**src/rtl/exe_stage_mc.sv**
```systemverilog
// Multi-cycle execute stage: single-cycle ALU plus an iterative MUL/MLA unit,
// with a ready/valid upstream handshake, pipeline flush and registered results.
module exe_stage_mc #(
    parameter int DATA_W   = 32,
    parameter int MUL_STEP = 2,
    parameter int REG_W    = 4
) (
    input  logic              clk,
    input  logic              rst,
    input  logic              in_valid,
    output logic              in_ready,
    input  logic              flush,
    input  logic              wb_en_in,
    input  logic              mem_r_en_in,
    input  logic              mem_w_en_in,
    input  logic              b_in,
    input  logic              s_in,
    input  logic              mul_in,
    input  logic              acc_in,
    input  logic [3:0]        exe_cmd_in,
    input  logic              c_in,
    input  logic [DATA_W-1:0] pc_in,
    input  logic [23:0]       signed_imm_24_in,
    input  logic [DATA_W-1:0] val_rn_in,
    input  logic [DATA_W-1:0] val2_in,
    input  logic [DATA_W-1:0] val_rs_in,
    input  logic [DATA_W-1:0] val_rm_in,
    input  logic [REG_W-1:0]  dest_in,
    output logic              out_valid,
    output logic              wb_en_out,
    output logic              mem_r_en_out,
    output logic              mem_w_en_out,
    output logic              b_out,
    output logic [DATA_W-1:0] alu_res,
    output logic [DATA_W-1:0] val_rm_out,
    output logic [DATA_W-1:0] branch_address,
    output logic [REG_W-1:0]  dest_out,
    output logic [3:0]        status_out
);

    localparam int ITERS = DATA_W / MUL_STEP;
    localparam int CNT_W = $clog2(ITERS + 1);

    typedef enum logic [1:0] {ST_IDLE, ST_MUL, ST_DONE} state_e;

    state_e state_q, state_d;

    logic              accept;
    logic              mul_last;
    logic [CNT_W-1:0]  cnt_q, cnt_d;
    logic [DATA_W-1:0] product_q, product_d;
    logic [DATA_W-1:0] mcand_q, mcand_d;
    logic [DATA_W-1:0] mplier_q, mplier_d;
    logic [DATA_W-1:0] alu_res_q;
    logic [DATA_W-1:0] val_rm_q;
    logic [DATA_W-1:0] branch_q;
    logic [REG_W-1:0]  dest_q;
    logic [3:0]        status_q;
    logic              wb_q, mem_r_q, mem_w_q, b_q, s_q;

    logic [DATA_W-1:0] alu_res_c;
    logic [DATA_W-1:0] b_eff;
    logic [DATA_W:0]   sum;
    logic              cin, arith;
    logic              alu_n, alu_z, alu_c, alu_v;
    logic signed [25:0] br_off;

    assign accept   = in_valid && in_ready && !flush;
    assign mul_last = (state_q == ST_MUL) && (cnt_q == CNT_W'(1));

    always_ff @(posedge clk) begin
        if (rst) begin
            state_q <= ST_IDLE;
        end else begin
            state_q <= state_d;
        end
    end

    always_comb begin
        state_d = state_q;
        case (state_q)
            ST_IDLE: if (accept) state_d = mul_in ? ST_MUL : ST_DONE;
            ST_MUL:  if (mul_last) state_d = ST_DONE;
            ST_DONE: state_d = ST_IDLE;
            default: state_d = ST_IDLE;
        endcase
        if (flush) state_d = ST_IDLE;
    end

    always_comb begin
        in_ready  = (state_q == ST_IDLE);
        out_valid = (state_q == ST_DONE);
    end

    // Subtractions are done as a + ~b + cin so the adder carry is the ARM no-borrow flag.
    always_comb begin
        alu_res_c = '0;
        b_eff     = val2_in;
        cin       = 1'b0;
        arith     = 1'b0;
        case (exe_cmd_in)
            4'b0001: alu_res_c = val2_in;
            4'b1001: alu_res_c = ~val2_in;
            4'b0010: arith = 1'b1;
            4'b0011: begin arith = 1'b1; cin = c_in; end
            4'b0100: begin arith = 1'b1; b_eff = ~val2_in; cin = 1'b1; end
            4'b0101: begin arith = 1'b1; b_eff = ~val2_in; cin = c_in; end
            4'b0110: alu_res_c = val_rn_in & val2_in;
            4'b0111: alu_res_c = val_rn_in | val2_in;
            4'b1000: alu_res_c = val_rn_in ^ val2_in;
            default: alu_res_c = '0;
        endcase
        sum = {1'b0, val_rn_in} + {1'b0, b_eff} + {{DATA_W{1'b0}}, cin};
        if (arith) alu_res_c = sum[DATA_W-1:0];
        alu_n = alu_res_c[DATA_W-1];
        alu_z = (alu_res_c == '0);
        alu_c = arith ? sum[DATA_W] : status_q[1];
        alu_v = arith ? ((val_rn_in[DATA_W-1] == b_eff[DATA_W-1]) &&
                         (sum[DATA_W-1] != val_rn_in[DATA_W-1])) : status_q[0];
    end

    assign product_d = product_q + mcand_q * DATA_W'(mplier_q[MUL_STEP-1:0]);
    assign mcand_d   = mcand_q << MUL_STEP;
    assign mplier_d  = mplier_q >> MUL_STEP;
    assign cnt_d     = cnt_q - CNT_W'(1);
    assign br_off    = $signed({signed_imm_24_in, 2'b00});

    // Status is written on the edge entering DONE so it is visible alongside out_valid.
    always_ff @(posedge clk) begin
        if (rst) begin
            cnt_q     <= '0;
            product_q <= '0;
            mcand_q   <= '0;
            mplier_q  <= '0;
            alu_res_q <= '0;
            val_rm_q  <= '0;
            branch_q  <= '0;
            dest_q    <= '0;
            status_q  <= '0;
            wb_q      <= 1'b0;
            mem_r_q   <= 1'b0;
            mem_w_q   <= 1'b0;
            b_q       <= 1'b0;
            s_q       <= 1'b0;
        end else begin
            if (accept) begin
                val_rm_q <= val_rm_in;
                branch_q <= pc_in + DATA_W'(br_off);
                dest_q   <= dest_in;
                wb_q     <= wb_en_in;
                mem_r_q  <= mem_r_en_in;
                mem_w_q  <= mem_w_en_in;
                b_q      <= b_in;
                s_q      <= s_in;
                if (mul_in) begin
                    product_q <= acc_in ? val_rm_in : '0;
                    mcand_q   <= val_rn_in;
                    mplier_q  <= val_rs_in;
                    cnt_q     <= CNT_W'(ITERS);
                end else begin
                    alu_res_q <= alu_res_c;
                    if (s_in) status_q <= {alu_n, alu_z, alu_c, alu_v};
                end
            end
            if (state_q == ST_MUL && !flush) begin
                product_q <= product_d;
                mcand_q   <= mcand_d;
                mplier_q  <= mplier_d;
                cnt_q     <= cnt_d;
                if (mul_last) begin
                    alu_res_q <= product_d;
                    if (s_q) status_q <= {product_d[DATA_W-1], product_d == '0, status_q[1:0]};
                end
            end
        end
    end

    assign alu_res        = alu_res_q;
    assign val_rm_out     = val_rm_q;
    assign branch_address = branch_q;
    assign dest_out       = dest_q;
    assign status_out     = status_q;
    assign wb_en_out      = wb_q & out_valid;
    assign mem_r_en_out   = mem_r_q & out_valid;
    assign mem_w_en_out   = mem_w_q & out_valid;
    assign b_out          = b_q & out_valid;

endmodule

```
**config.mk**
```make
export PLATFORM = sky130hd
export DESIGN_NAME = exe_stage_mc
export DESIGN_NICKNAME = d
export VERILOG_FILES = /design/src/rtl/exe_stage_mc.sv
export SDC_FILE = /design/constraint.sdc
export NUM_CORES = 1
export LEC_CHECK = 0
export ABC_CLOCK_PERIOD_IN_PS = 8630
export BUFFER_PORTS_ARGS = -buffer_cell sky130_fd_sc_hd__buf_4
export CAP_MARGIN = 15
export CORE_UTILIZATION = 58
export DETAILED_ROUTE_END_ITERATION = 12
export PLACE_DENSITY = 0.82
export SETUP_SLACK_MARGIN = 0.3
export SLEW_MARGIN = 40
export SYNTH_ARGS = -nofsm -noshare
export SYNTH_HDL_FRONTEND = slang
export SYNTH_SLANG_ARGS = --single-unit
```
**constraint.sdc**
```tcl
create_clock -name clk -period 8.63 [get_ports clk]
set_input_delay 0.4315 -clock clk [delete_from_list [all_inputs] [get_ports clk]]
set_output_delay 0.4315 -clock clk [all_outputs]
set_load 0.02 [all_outputs]
```
Word-level counts from Yosys, hierarchy flattened
Cells that the tools add are included.
Widths: inputs -> output; s select.
{ "word_totals": {"register_bits": 212, "output_inout_bits": 110} }
{ "op_classes": {"n_addsub": 5, "multipliers": 1, "n_eq_ne": 17, "n_mux": 34, "n_bitwise": 8, "n_reduce_logical": 19} }
{ "op_table": {"columns": ["op", "n"], "rows": [
  ["$mux 32", 13],
  ["$pmux 32 s5", 1],
  ["$mux 30", 3],
  ["$add 32x32->32", 2],
  ["$logic_not 32->1", 2],
  ["$add 32x32->33", 1],
  ["$add 33x1->33", 1],
  ["$and 32x32->32", 1],
  ["$mul 32x2->32", 1],
  ["$not 32->32", 1],
  ["$or 32x32->32", 1],
  ["$xor 32x32->32", 1],
  ["$mux 4", 6],
  ["$eq 4x3->1 const B", 4],
  ["$mux 5", 3],
  ["$eq 4x2->1 const B", 2],
  ["$eq 4x4->1 const B", 2],
  ["$reduce_or 2->1", 4],
  ["$mux 2", 3],
  ["$reduce_and 2->1", 3],
  ["$eq 5x1->1 const B", 1],
  ["$logic_and 1x1->1", 5],
  ["$sub 5x1->5 const B", 1],
  ["$and 1x1->1", 4],
  ["other kinds (15)", 18]
]} }

Logic depth before layout (Yosys ltp)
Gate-level depths: netlist (run 1).
{ "depth": {"word_depth": 14, "mapped_depth": 22} }

Worst setup path after synthesis (run 1)
Ideal clock, no wire load.
{ "synth_timing": {"path_kind": "input port to flip-flop", "from": "input port exe_cmd_in[3]", "to": "register status_q[2], in the netlist status_out[2]", "setup_ns": 0.074, "arrival_ns": 5.785, "path_slack_ns": 2.771, "cell_stages": 22, "cell_sequence": "clkbuf_1 > clkbuf_1 > clkbuf_1 > buf_2 > buf_2 > nor3b_1 > clkbuf_1 > clkbuf_1 > xnor2_1 > fa_1 > fa_1 > nand2b_1 > a21oi_1 > o211ai_1 > a211oi_1 > o211a_1 > o41a_1 > xor2_1 > a211o_1 > nor4_1 > nand4_1 > a31oi_1"} }
{ "synth_via": {"elab_chain_cells": 13, "elab_cells_between_ends": 26, "cone_classes": "add/sub (2); eq/ne (9); mux (11); reduce/logical (4)"} }
{ "synth_lines": {"columns": ["item", "line_no", "rtl"], "rows": [
  ["start, declared", "20", "input logic [3:0] exe_cmd_in,"],
  ["$eq 4x3->1", "101", "case (exe_cmd_in)"],
  ["$reduce_or 2->1 (no line)", null, null],
  ["$mux 32", null, null],
  ["$add 32x32->33", "113", "sum = {1'b0, val_rn_in} + {1'b0, b_eff} + {{DATA_W{1'b0}}, cin};"],
  ["$add 33x1->33", "113", null],
  ["$mux 32 (*)", "114", "if (arith) alu_res_c = sum[DATA_W-1:0];"],
  ["$logic_not 32->1 (*)", "116", "alu_z = (alu_res_c == '0);"],
  ["$mux 4 (*)", "162", "if (s_in) status_q <= {alu_n, alu_z, alu_c, alu_v};"],
  ["$mux 4 (*)", "155", "if (mul_in) begin"],
  ["$mux 4 (*)", "146", "if (accept) begin"],
  ["$mux 4", "172", "if (s_q) status_q <= {product_d[DATA_W-1], product_d == '0, status_q[1:0]};"],
  ["$mux 4", "170", "if (mul_last) begin"],
  ["$mux 4 (*)", "165", "if (state_q == ST_MUL && !flush) begin"],
  ["end signal, assigned", "162", null],
  ["end signal, assigned", "172", null],
  ["end, declared", "58", "logic [3:0] status_q;"]
]} }
Every way passes the cells marked *; elsewhere a longest branch is shown, timed or not. The select of a mux whose other input is x is not followed.
A chain may end at the register's enable or synchronous reset.

Worst setup path after layout (run 1)
{ "layout_timing": {"from": "register mplier_q[1]", "to": "register status_q[2], in the netlist status_out[2]"} }
{ "layout_via": {"elab_chain_cells": 6} }
{ "layout_lines": {"columns": ["item", "line_no", "rtl"], "rows": [
  ["start, declared", "53", "logic [DATA_W-1:0] mplier_q, mplier_d;"],
  ["start signal, assigned", "158", "mplier_q <= val_rs_in;"],
  ["start signal, assigned", "168", "mplier_q <= mplier_d;"],
  ["$mul 32x2->32", "122", "assign product_d = product_q + mcand_q * DATA_W'(mplier_q[MUL_STEP-1:0]);"],
  ["$add 32x32->32", "122", null],
  ["$logic_not 32->1", "172", null],
  ["$mux 4", "172", null],
  ["$mux 4", "170", null],
  ["$mux 4", "165", null]
]} }
No other way between the ends. The select of a mux whose other input is x is not followed.

==> flow_summary.toml, run 1 <==
[flow_run]
drv_cap = 0

[floorplan]
core-area_mm2 = 0.0298
die_w_um = 176
io_pins = 314
die_h_um = 176
rows = 63
dieArea_mm2 = 0.0311
start_util_pct = 59.3

[yosys]
synthFlopType = "dfxtp_1"
yosysUniqueCellTypes = 91
syn_nets = 2757
synth_edf_count = 0
ys_seq_area_share_pct = 24.0
synthCells = 2362
ys_ff_latch = 212
avgSynthCellArea_um2 = 7.48
yosys_warnings = 0
synthArstFlopShare_pct = 0
syn_area_mm2 = 0.0177

[timing]
hold_violations = 0
final.period_utilization_pct = 61.2
relSlewSlack_pct = 47.1
tightest_slew_ns = 0.794
finalSetupTns_ns = 0
slew_viol_final = 0
period_needed_ns = 5.28
hold_slack_ns = 0.127
fmax_mhz = 189
skew_ns = 0.0128
rsz0062_at_grt = "no"
setup-violations-final = 0

[finish]
fillers = 2492
register_area_mm2 = 0.00425
nNetsFinal = 2967
diodes = 0
drive_above_1_share_pct = 16.1
multiInputGateArea_mm2 = 0.0122
syn2layout_area_growth_pct = 18.6

[place]
hpwl_um = 42600
gp_congestion = 0.984
numPortBuffers = 313

[power]
clockPowerShare_pct = 35.1
p_int_mw = 1.97
power_frac_comb_pct = 28.6
power.leakage_nw = 9.20
netSwitchingFraction_pct = 32.2
ir_worst_vdd_uv = 152
seq_power_share_pct = 36.3
power.density_mw_per_mm2 = 139
switchingPower_uw = 937
power_mw = 2.91

[clock_network]
numCtsBuffers = 23
hold_buffers = 0
cts_tree = "built"
htree_levels = 1
cts_buffer_depth = 3
clkLatencyLatePin_ns = 0.51
post_cts_resized = 0
clkSinkCount = 212
clkSlewWorstSetupHoldPaths_ns = 0.06
post-cts-setup-buffers = 0
cts-root-buf = "clkbuf_16"

[critical_path]
cp_max_fo = 32
crit_buf_inv = 2
cp-end-kind = "register"
worstPathRequired_ns = 9.07
worstPathArrival_ns = 5.72
slowest_stage = "dfxtp_2"
critPathMostFrequentCell = "or4_1"
max_stage_delay_ns = 0.73
setup.worst_path.class = "register to register"
crit_family = "simple AND/OR/NAND/NOR gates"
cp_cell_sequence = "nand2_1, fa_1, inv_1, ha_1, inv_1, fa_1, nor2b_1, o31ai_2, a211oi_1, nor2_1, xnor2_1, or4_1, or4_1, or4_1, nor4_1, o22ai_1, a31oi_1"
worstSetupStartpointType = "register"

[run_status]
status = "complete, no violations"

[global_route]
grt_max_degree = 90
grt_pass1_wl_um = 89100
grt_antenna_before_repair = 0
grt-ovfl-total = 0
grt_pass1_vias = 17300
grt_use_total_pct = 35.4

[drt]
drt_wl_total_um = 57100
drcViolationCount = 0
vias = 18500
drtIter0Drc = 1461
viasPerCell = 6.22
ant_nets = 0
first_pass_iters = 6
avgRoutedWirePerCell_um = 19.2

[worst_hold_path]
hp-class = "input port to register"
[registers in the layout, indices dropped and copies added, names as in the netlist, 2 cells and up]
register and flops:
cnt_q 5, val_rm_out 32, state_q 2, product_q 32, alu_res 32, branch_address 32
mcand_q 32, dest_out 4, mplier_q 32, status_out 4
[path summary, 6_finish.rpt]
| path | from | to | slack (ns) | cells past startpoint |
|---|---|---|---|---|
| max reg2reg | mplier_q[1]$_SDFFE_PP0P_ | status_out[2]$_SDFF_PP0_ | 3.35 | 17 |
| min reg2reg | wb_q$_SDFFE_PP0P_ | wb_q$_SDFFE_PP0P_ | 0.45 | 2 |
| max | mplier_q[1]$_SDFFE_PP0P_ | status_out[2]$_SDFF_PP0_ | 3.35 | 17 |
| min | flush | state_q[0]$_SDFFE_PP0P_ | 0.13 | 2 |
[layer usage]
metal / global-route usage (%) / up-vias / part of all wire, %
met5: 0 / - / 0
met4: 17.1 / 0 / 5.1
met1: 44.9 / 8804 / 41
met2: 59.5 / 735 / 48
li1: - / 8798 / -
met3: 4.01 / 178 / 6.1
[synthesized netlist by cell type (all sizes together) (8+ instances only)]
master / number / area (um^2)
nor4: 11 / 68.8
a22oi: 81 / 608
nand3: 33 / 170
nor2: 164 / 621
fa: 34 / 681
and3: 17 / 106
o21a: 16 / 121
nand3b: 9 / 67.6
o21bai: 8 / 63.8
or3: 17 / 108
o22ai: 23 / 144
nand4: 10 / 62.6
a311oi: 23 / 201
a222oi: 8 / 80.1
o21ai: 92 / 464
buf: 16 / 70.1
inv: 184 / 691
a21o: 43 / 323
or4: 8 / 60.1
a211o: 8 / 70.1
clkbuf: 132 / 516
nor2b: 18 / 113
mux2i: 11 / 110
and2: 15 / 93.8
nand2: 354 / 1330
nor3: 48 / 245
xnor2: 79 / 692
o211ai: 24 / 180
or2: 12 / 75.1
a211oi: 46 / 355
ha: 157 / 1960
xor2: 38 / 340
a31oi: 17 / 106
a21oi: 258 / 1290
dfxtp: 212 / 4240
a2111oi: 18 / 183
nand2b: 14 / 87.6
[per-stage QoR]
stage,utilization (%),setup WS [ns],cells,area (um^2)
after floorplan,-,2.77,2362,17700
after global placement,67.4,3.03,2934,20100
after detailed placement,67.5,3.23,2936,20100
after CTS,70.1,3.28,2976,20900
after global routing,70.3,2.99,2977,20900
final,70.3,3.35,2977,20900
[power by group through the flow]
stage	registers (mW)	logic (mW)	clock network (mW)
CTS	1.06	0.819	1.03
global route	1.06	0.907	1.07
detailed placement	1.08	0.812	0
global placement	1.08	0.795	0
floorplan	1.10	0.505	0
finish	1.06	0.833	1.02
[cell type report]
type / instances / share of cell area, %
multi-input combinational: 1818 / 58.3
sequential: 212 / 20.3
clock buffer: 29 / 3.00
tap: 390 / 2.33
clock inverter: 11 / 0.693
inverter: 184 / 3.30
timing repair buffer: 333 / 12.1
[placed cells by master, fill, tap and decap left out, types with 44 or more instances in the layout]
| master | netlist | routed |
|---|---|---|
| nand2_1 | 354 | 353 |
| buf_4 | 0 | 327 |
| a21oi_1 | 258 | 258 |
| dfxtp_1 | 212 | 210 |
| inv_1 | 184 | 184 |
| nor2_1 | 162 | 159 |
| ha_1 | 157 | 157 |
| o21ai_0 | 87 | 87 |
| a22oi_1 | 81 | 81 |
| xnor2_1 | 79 | 79 |
| nor3_1 | 47 | 47 |
| a211oi_1 | 44 | 44 |
[kinds of logic after synthesis]
kind of cell	count (synthesis)	share of synthesized area, %
AND/OR/NAND/NOR	763	19.8
AO/OA/AOI/OAI	734	27.4
buffers and inverters	332	7.23
flip-flops	212	24.0
adder cells (fa/ha/maj)	191	15.0
XOR/XNOR	117	5.85
multiplexers	13	0.751
No activity file was read; power rests on OpenSTA's default activity.
==> run 2: changes to the inputs <==
--- a/config.mk
+++ b/config.mk
@@ -5,7 +5,7 @@
 export SDC_FILE = /design/constraint.sdc
 export NUM_CORES = 1
 export LEC_CHECK = 0
-export ABC_CLOCK_PERIOD_IN_PS = 8630
+export ABC_CLOCK_PERIOD_IN_PS = 5200
 export BUFFER_PORTS_ARGS = -buffer_cell sky130_fd_sc_hd__buf_4
 export CAP_MARGIN = 15
 export CORE_UTILIZATION = 58
==> constraint.sdc (replaced) <==
create_clock -name clk -period 5.2 [get_ports clk]
set_input_delay 0.26 -clock clk [delete_from_list [all_inputs] [get_ports clk]]
set_output_delay 0.26 -clock clk [all_outputs]
set_load 0.02 [all_outputs]
==> run 2 against run 1 <==
Effect of this change: clock power rose by 76%; core utilization rose by 1.3 points; wire length rose by 2.1%; sequential share of layout area fell by 0.34 points; maximum frequency rose by 11%; clock-buffer cell count fell by 2; critical endpoint unchanged; largest cell class unchanged; highest routed layer unchanged.
==> flow_summary.toml, run 2 (synthesis results as in run 1) <==
[run_status]
status = "complete, no violations"

[timing]
final.period_utilization_pct = 91.1
hold_slack_ns = 0.00896
skew_ns = 0.0111
fmax_mhz = 211
rsz0062_at_grt = "no"
relSlewSlack_pct = 48.6
finalSetupTns_ns = 0
period_needed_ns = 4.74
hold_violations = 0
worst_slack_ns = 0.460
slew_viol_final = 0
setup-violations-final = 0
tightest_slew_ns = 0.770

[drt]
avgRoutedWirePerCell_um = 19.4
ant_nets = 0
drtIter0Drc = 1651
viasPerCell = 6.25
drt_wl_total_um = 58200
drcViolationCount = 0
vias = 18800
first_pass_iters = 6

[clock_network]
clkSlewWorstSetupHoldPaths_ns = 0.07
clkLatencyLatePin_ns = 0.51
cts_buffer_depth = 3
cts_tree = "built"
clkSinkCount = 212
cts-root-buf = "clkbuf_16"
numCtsBuffers = 22
htree_levels = 1

[flow_run]
drv_cap = 0

[global_route]
grt_pass1_vias = 17200
grt_antenna_before_repair = 1
grt_use_total_pct = 35.6
grt_pass1_wl_um = 89600
grt-ovfl-total = 0
grt_max_degree = 103

[floorplan]
die_h_um = 176
die_w_um = 176
core-area_mm2 = 0.0298
rows = 63
io_pins = 314
start_util_pct = 59.3
dieArea_mm2 = 0.0311

[critical_path]
worst-r2r-cell-count = 16
cp-end-kind = "register"
worstPathRequired_ns = 5.63
cp_max_fo = 30
worstSetupStartpoint = "mplier_q[1]$_SDFFE_PP0P_"
r2r_start = "mplier_q[1]$_SDFFE_PP0P_"
setup.worst_path.class = "register to register"
worstPathArrival_ns = 5.17
worstSetupStartpointType = "register"

[finish]
utilization_pct = 71.5
final_common_cell = "nand2_1"
most-common-layout-cells = "353 x nand2_1, 341 x buf_4, 258 x a21oi_1"
nNetsFinal = 2993
drive_above_1_share_pct = 17.1
diodes = 0
syn2layout_area_growth_pct = 20.7

[power]
power.leakage_nw = 9.37
power_mw = 4.96
power.density_mw_per_mm2 = 233
ir_worst_vdd_uv = 270

[worst_hold_path]
hold_depth = 3
hp-class = "input port to register"
worstHoldStart = "b_in"

[place]
hpwl_um = 43400
gp_congestion = 0.988
numPortBuffers = 313
preCtsSetupSlack_ns = 0.318
-- run 2: cell types whose count changed in the layout (fill, tap and decap cells not counted), sizes merged --
cell,delta
dlygate4sd3,+11
bufinv,+2
clkinvlp,-1
clkinv,-1
buf,+15
clkbuf,-1
-- run 2: critical path, stage by stage (launching register included) --
cell and delay, ns:
dfxtp_2 0.37, buf_12 0.18, nand2_1 0.09, fa_1 0.53, inv_1 0.04, ha_1 0.34
o21ai_1 0.26, o21ai_2 0.11, a2111oi_4 0.44, nor2_2 0.06, xor2_1 0.16, or4_1 0.56
or4_1 0.46, or4_4 0.53, nor4_2 0.29, o22ai_1 0.09, a31oi_1 0.13
-- run 2: metrics by stage --
step	instance area, um^2	instances
after global routing	21300	3002
final	21300	3002
after detailed placement	20200	2949
after CTS	21200	2998
after floorplan	17700	2362
after global placement	20200	2949
-- run 2: report_power, final --
group | switching [mW] | internal (mW) | leakage, nW
combinational | 0.830 | 0.591 | 7.24
sequential | 0.0488 | 1.70 | 1.73
clock | 0.687 | 1.11 | 0.399
-- run 2: final timing paths --
| kind | to | slack (ns) |
|---|---|---|
| min reg2reg | branch_address[15]$_SDFFE_PP0P_ | 0.45 |
| max reg2reg | status_out[2]$_SDFF_PP0_ | 0.46 |
| max | status_out[2]$_SDFF_PP0_ | 0.46 |
| min | b_q$_SDFFE_PP0P_ | 0.009 |
-- run 2: metal layers --
layer / vias to the layer above / GRT usage [%] / share of wire, %
met2: 793 / 61.6 / 48
met1: 8969 / 45.9 / 42
met4: 0 / 11.9 / 3.5
met3: 147 / 3.81 / 6.5
met5: - / 0 / 0
li1: 8845 / - / -
-- run 2: cell type report --
class,count,area [um^2]
Fill cell,2500,8480
Clock buffer,27,631
Clock inverter,11,189
Sequential cell,212,4250
Timing Repair Buffer,360,2800
Inverter,184,691
Tap cell,390,488
Multi-Input combinational cell,1818,12300
-- run 2: timing repair --
| item | 4_1_cts | 5_1_grt |
|---|---|---|
| endpoints found under the setup margin | 1 | 1 |
| pin swaps | 0 | 3 |
| cloned | 0 | 1 |
| gates resized for setup | 4 | 19 |
| hold buffers | 11 | 0 |
| setup buffers | 0 | 2 |
| endpoints found under the hold margin | 12 | 0 |
